**src/rtl/seq_det_param.sv**
```systemverilog
`default_nettype none
// ============================================================================
// Module      : seq_det_param
// Description : Runtime-programmable serial bit-pattern detector. Mealy match
//               output, per-bit valid qualifier, overlap/non-overlap modes and
//               a saturating detection counter.
// Revision    : 1.0 - initial release
// ============================================================================
module seq_det_param #(
    parameter int                  MAX_LEN     = 8,
    parameter int                  CNT_W       = 8,
    parameter logic [MAX_LEN-1:0]  RST_PATTERN = 8'b11011,
    parameter int                  RST_LEN     = 5,
    parameter logic                RST_OVERLAP = 1'b1,
    localparam int                 LEN_W       = $clog2(MAX_LEN + 1)
) (
    input  logic               clk,
    input  logic               rst,
    input  logic               cfg_load,
    input  logic [MAX_LEN-1:0] cfg_pattern,
    input  logic [LEN_W-1:0]   cfg_len,
    input  logic               cfg_overlap,
    input  logic               in_valid,
    input  logic               in_bit,
    input  logic               cnt_clr,
    output logic               pattern_det,
    output logic [CNT_W-1:0]   det_count,
    output logic               cfg_err
);

    localparam logic [LEN_W-1:0] C_MAX_LEN = LEN_W'(MAX_LEN);

    // Active configuration and stream state
    logic [MAX_LEN-1:0] r_pat;
    logic [LEN_W-1:0]   r_len;
    logic               r_ovl;
    logic [MAX_LEN-1:0] r_hist;
    logic [LEN_W-1:0]   r_fill;

    logic [MAX_LEN-1:0] w_win;
    logic [MAX_LEN-1:0] w_mask;
    logic [LEN_W:0]     w_fill_inc;
    logic               w_enough;
    logic               w_cmp;
    logic               w_match;
    logic               w_len_ok;
    logic               w_shift;
    logic [LEN_W-1:0]   w_fill_nxt;

    // Window of the most recent bits including the one arriving now
    assign w_win      = {r_hist[MAX_LEN-2:0], in_bit};
    assign w_fill_inc = {1'b0, r_fill} + 1'b1;
    assign w_enough   = (w_fill_inc >= {1'b0, r_len});
    assign w_len_ok   = (cfg_len != '0) && (cfg_len <= C_MAX_LEN);
    assign w_shift    = in_valid & ~cfg_load;

    // Mask selecting the low r_len bits of the window for comparison
    always_comb begin
        w_mask = '0;
        for (int i = 0; i < MAX_LEN; i++) begin
            w_mask[i] = (i < int'(r_len));
        end
    end

    assign w_cmp   = ((w_win & w_mask) == (r_pat & w_mask));
    // Reset gating keeps the Mealy output quiet while the history is being cleared
    assign w_match = ~rst & w_shift & ~cfg_err & w_enough & w_cmp;
    assign pattern_det = w_match;

    // Fill count saturates at MAX_LEN; non-overlap restarts it after a match
    always_comb begin
        w_fill_nxt = r_fill;
        if (w_match && !r_ovl) begin
            w_fill_nxt = '0;
        end else if (r_fill != C_MAX_LEN) begin
            w_fill_nxt = r_fill + 1'b1;
        end
    end

    // Configuration capture and error flag
    always_ff @(posedge clk or posedge rst) begin
        if (rst) begin
            r_pat   <= RST_PATTERN;
            r_len   <= LEN_W'(RST_LEN);
            r_ovl   <= RST_OVERLAP;
            cfg_err <= 1'b0;
        end else if (cfg_load) begin
            if (w_len_ok) begin
                r_pat   <= cfg_pattern;
                r_len   <= cfg_len;
                r_ovl   <= cfg_overlap;
                cfg_err <= 1'b0;
            end else begin
                cfg_err <= 1'b1;
            end
        end
    end

    // Bit history and fill count; a load restarts detection from scratch
    always_ff @(posedge clk or posedge rst) begin
        if (rst) begin
            r_hist <= '0;
            r_fill <= '0;
        end else if (cfg_load) begin
            r_hist <= '0;
            r_fill <= '0;
        end else if (w_shift) begin
            r_hist <= w_win;
            r_fill <= w_fill_nxt;
        end
    end

    // Saturating detection counter; a match in the clear cycle still counts
    always_ff @(posedge clk or posedge rst) begin
        if (rst) begin
            det_count <= '0;
        end else if (cnt_clr) begin
            det_count <= w_match ? CNT_W'(1) : '0;
        end else if (w_match && !(&det_count)) begin
            det_count <= det_count + 1'b1;
        end
    end

endmodule
`default_nettype wire

```
**config.mk**
```make
export PLATFORM = sky130hd
export DESIGN_NAME = seq_det_param
export DESIGN_NICKNAME = d
export VERILOG_FILES = /design/src/rtl/seq_det_param.sv
export SDC_FILE = /design/constraint.sdc
export NUM_CORES = 1
export LEC_CHECK = 0
export BUFFER_PORTS_ARGS = -buffer_cell sky130_fd_sc_hd__buf_2
export CAP_MARGIN = 20
export CORE_ASPECT_RATIO = 1.75
export CORE_MARGIN = 4
export CORE_UTILIZATION = 25
export DETAILED_ROUTE_END_ITERATION = 7
export PLACE_DENSITY = 0.52
export SLEW_MARGIN = 5
export SYNTH_ARGS = -nofsm -noshare
export SYNTH_HDL_FRONTEND = slang
export SYNTH_SLANG_ARGS = --single-unit
export TNS_END_PERCENT = 50
```
**constraint.sdc**
```tcl
create_clock -name clk -period 4.3 [get_ports clk]
set_clock_uncertainty 0.2 [all_clocks]
set_input_delay 0.86 -clock clk [delete_from_list [all_inputs] [get_ports clk]]
set_output_delay 0.86 -clock clk [all_outputs]
set_load 0.03 [all_outputs]
```
==> metrics.md <==
| Metric | Value |
|---|---|
| Status | `completed` |
| Hold WC Path Type | `register to register` |
| Row cnt | `40` |
| Drt pass-1 iters | `4` |
| Clk sink count | `33` |
| Filler cells | `700` |
| Cells after Synth | `approximately 170` |
| Arrival time at the worst endpoint | `around 2.3 ns` |
| Fin nets | `around 230` |
| H-tree levels | `2` |
| Initial Util | `25.8%` |
| Post-route core utilization | `31.3%` |
| Crit start category | `register` |
| Post-CTS Hold Fix Bufs | `0` |
| FF-to-FF setup slack | `1.52 ns` |
| Placer Congestion | `roughly 0.72` |
| RSZ-0062 raised after global routing | `false` |
| Layout cells sized above 1 | `31.5%` |
| Leakage | `about 0.95 nW` |
| Mapped Area | `about 1800 µm²` |
| Critical setup path kind | `register to output pin` |
| Fin. Hold Viols | `0` |
| CP max stage cell | `dfrtp_1` |
| Routed Antenna Nets | `0` |
| F_max | `around 300 MHz` |
| Core box area | `roughly 6900 µm²` |
| Pre-CTS WS | `~0.96 ns` |
| MaxCap Viol Count | `0` |
| DR DRC count | `0` |
| Post-CTS Resized | `0` |
| Total GRT Usage | `10.2%` |
| Worst path max stage delay | `0.43 ns` |
| Most common cell after layout, fill and taps aside | `buf_2` |
| Die W | `roughly 72 µm` |
| I/O Buffers | `28` |
| Final WL | `between 4000 and 5000 µm` |
| Setup TNS | `0 ns` |
| Post-layout minimum cycle time | `3.37 ns` |
| First-pass GRT wire length | `6740 µm` |
| Worst Setup Slack, final | `roughly 0.93 ns` |
| Clk Tree Root Cell | `clkbuf_16` |
| Number of diodes | `0` |
| CTS clk-pin slew, worst paths | `0.05 ns` |
| Area of the die | `8530 µm²` |
| Vias in the first global route | `1447` |
| Iter 0 DRT Violations | `22` |
| Pins over their slew limit | `0` |
| Ys async rst share | `between 90% and 100%` |
| Chip height | `119 µm` |
| GRT overflow | `0` |
| Req. time, crit path | `roughly 3.2 ns` |
| Insertion delay of the later-clocked pin in the worst-skew pair | `between 0.2 and 0.3 ns` |
| IO Count | `29` |
| CP max FO | `17` |
| Worst-Margin Slew | `around 0.8 ns` |
| Most used DFF post-synth | `dfrtp_1` |
| Slew HR | `roughly 46%` |
| Largest net degree at the start of global routing | `34` |
| EDFF count, synth | `0` |
| DP Area | `2000 µm²` |
| Fin crit share | `slightly below 80%` |
| Area growth from synthesis to layout | `21.5%` |
| Most frequent cells in the layout | `buf_2 (28), dfrtp_1 (26), nor2_1 (16), mux2_2 (14), inv_1 (10)` |
| Clock tree buffer depth | `2` |
| Via/cell ratio | `4.76` |
| Post-CTS Setup Repair Bufs | `0` |
| Final Instance Area | `~2100 µm²` |
| Antenna violations before repair | `0` |
| CTS tree | `built` |
| Routed length per instance | `~14 µm` |
| #FFs+latches synth | `33` |
| Worst path cell trace | `inv_1 > ha_1 > ha_1 > a211oi_1 > o21ai_0 > o211ai_2 > buf_4 > inv_1 > buf_2` |
| CP endpoint kind | `output pin` |
| Syn Nets | `about 190` |
| Via count | `~1400` |
| Post-synthesis cell type count | `34` |
| Register area share after synthesis | `around 47%` |
| Final setup viols | `0` |
| Pwr dens | `387 nW/µm²` |
| Yosys warns | `0` |
| Post-DP HPWL | `approximately 3100 µm` |
| Peak VDD IR | `~220 µV` |
| Syn Area/Cell | `around 11 µm²` |
| Cts bufs inserted | `5` |
metrics by stage:
step                power, mW  hold WS (ns)  instances
floorplan               0.456         0.301        168
global placement        0.492         0.312        276
detailed placement      0.494         0.319        276
CTS                     0.841         0.330        284
global route            0.872         0.339        284
finish                  0.831         0.325        284
logic make-up after synthesis:
kind of cell | count (synthesis) | share of synthesized area [%]
flops | 33 | 47.2
simple gates | 50 | 14.5
mux | 22 | 13.5
compound gates | 27 | 9.99
xor+xnor | 13 | 6.44
fa+ha+maj | 7 | 4.96
buf+inv | 16 | 3.40
worst paths after layout:
kind                                            end                   from  cells past startpoint
setup / recovery                        pattern_det  r_fill[0]$_DFFE_PP0P_                      9
setup reg to reg           det_count[5]$_DFFE_PP0P_  r_fill[0]$_DFFE_PP0P_                      9
max in group asynchronous      r_pat[1]$_DFFE_PP1P_                    rst                      3
min in group asynchronous       cfg_err$_DFFE_PP0P_                    rst                      3
hold / removal                 r_pat[7]$_DFFE_PP0P_   r_pat[7]$_DFFE_PP0P_                      1
hold reg to reg                r_pat[7]$_DFFE_PP0P_   r_pat[7]$_DFFE_PP0P_                      1
final cells by class:
class                   count  area, µm²  area share, %
clock buffers               5        125           5.83
repair buffers             30        155           7.23
flip-flops and latches     33        835           38.9
inverters                  10       37.5           1.75
clock inverters             3       17.5          0.816
well taps                  84        105           4.90
multi-input cells         119        872           40.6
synthesized netlist by cell type, types with 2 or more instances:
library cell   n  share of area (%)
a211oi_1       3                1.3
a21oi_1        8                2.3
buf_1          2               0.43
clkbuf_1       4               0.85
dfrtp_1       26                 37
dfstp_2        7                 10
ha_1           7                5.0
inv_1         10                2.1
mux2_2        14                8.9
mux2i_1        8                4.5
nand2_1        6                1.3
nand2b_1       2               0.71
nand3_1        6                1.7
nor2_1        16                3.4
nor2b_1        2               0.71
nor3_1         7                2.0
nor4_1         2               0.71
o21ai_0        8                2.3
o31ai_1        3                1.3
or4_1          2               0.85
xnor2_1        9                4.5
xor2_1         4                2.0
power by group:
group | internal (mW) | switching [mW] | total (mW)
clock network | 0.212 | 0.133 | 0.345
registers | 0.347 | 0.0263 | 0.373
logic | 0.0553 | 0.0572 | 0.112
total | 0.614 | 0.217 | 0.831
metal layers:
layer	vias up	wire length, µm	part of all wire, %	global-route usage, %
met5	-	0	0	0
met2	23	2280	55	19.0
met3	10	138	3.4	2.62
li1	650	-	-	-
met1	669	1570	38	9.84
met4	0	120	2.9	5.53
worst max-delay path, delay by kind of cell (launching register included):
kind	cells	cell delay, ns
AO/OA/AOI/OAI	3	0.44
adder cells (fa/ha/maj)	2	0.61
buffers and inverters	4	0.55
flip-flops	1	0.43
state kept, by name (all words and copies together), names as in the netlist:
name and count:
r_ovl 1, r_fill 4, det_count 8, r_hist 7, cfg_err 1, r_pat 8
r_len 4
No activity file was read; power rests on OpenSTA's default activity.
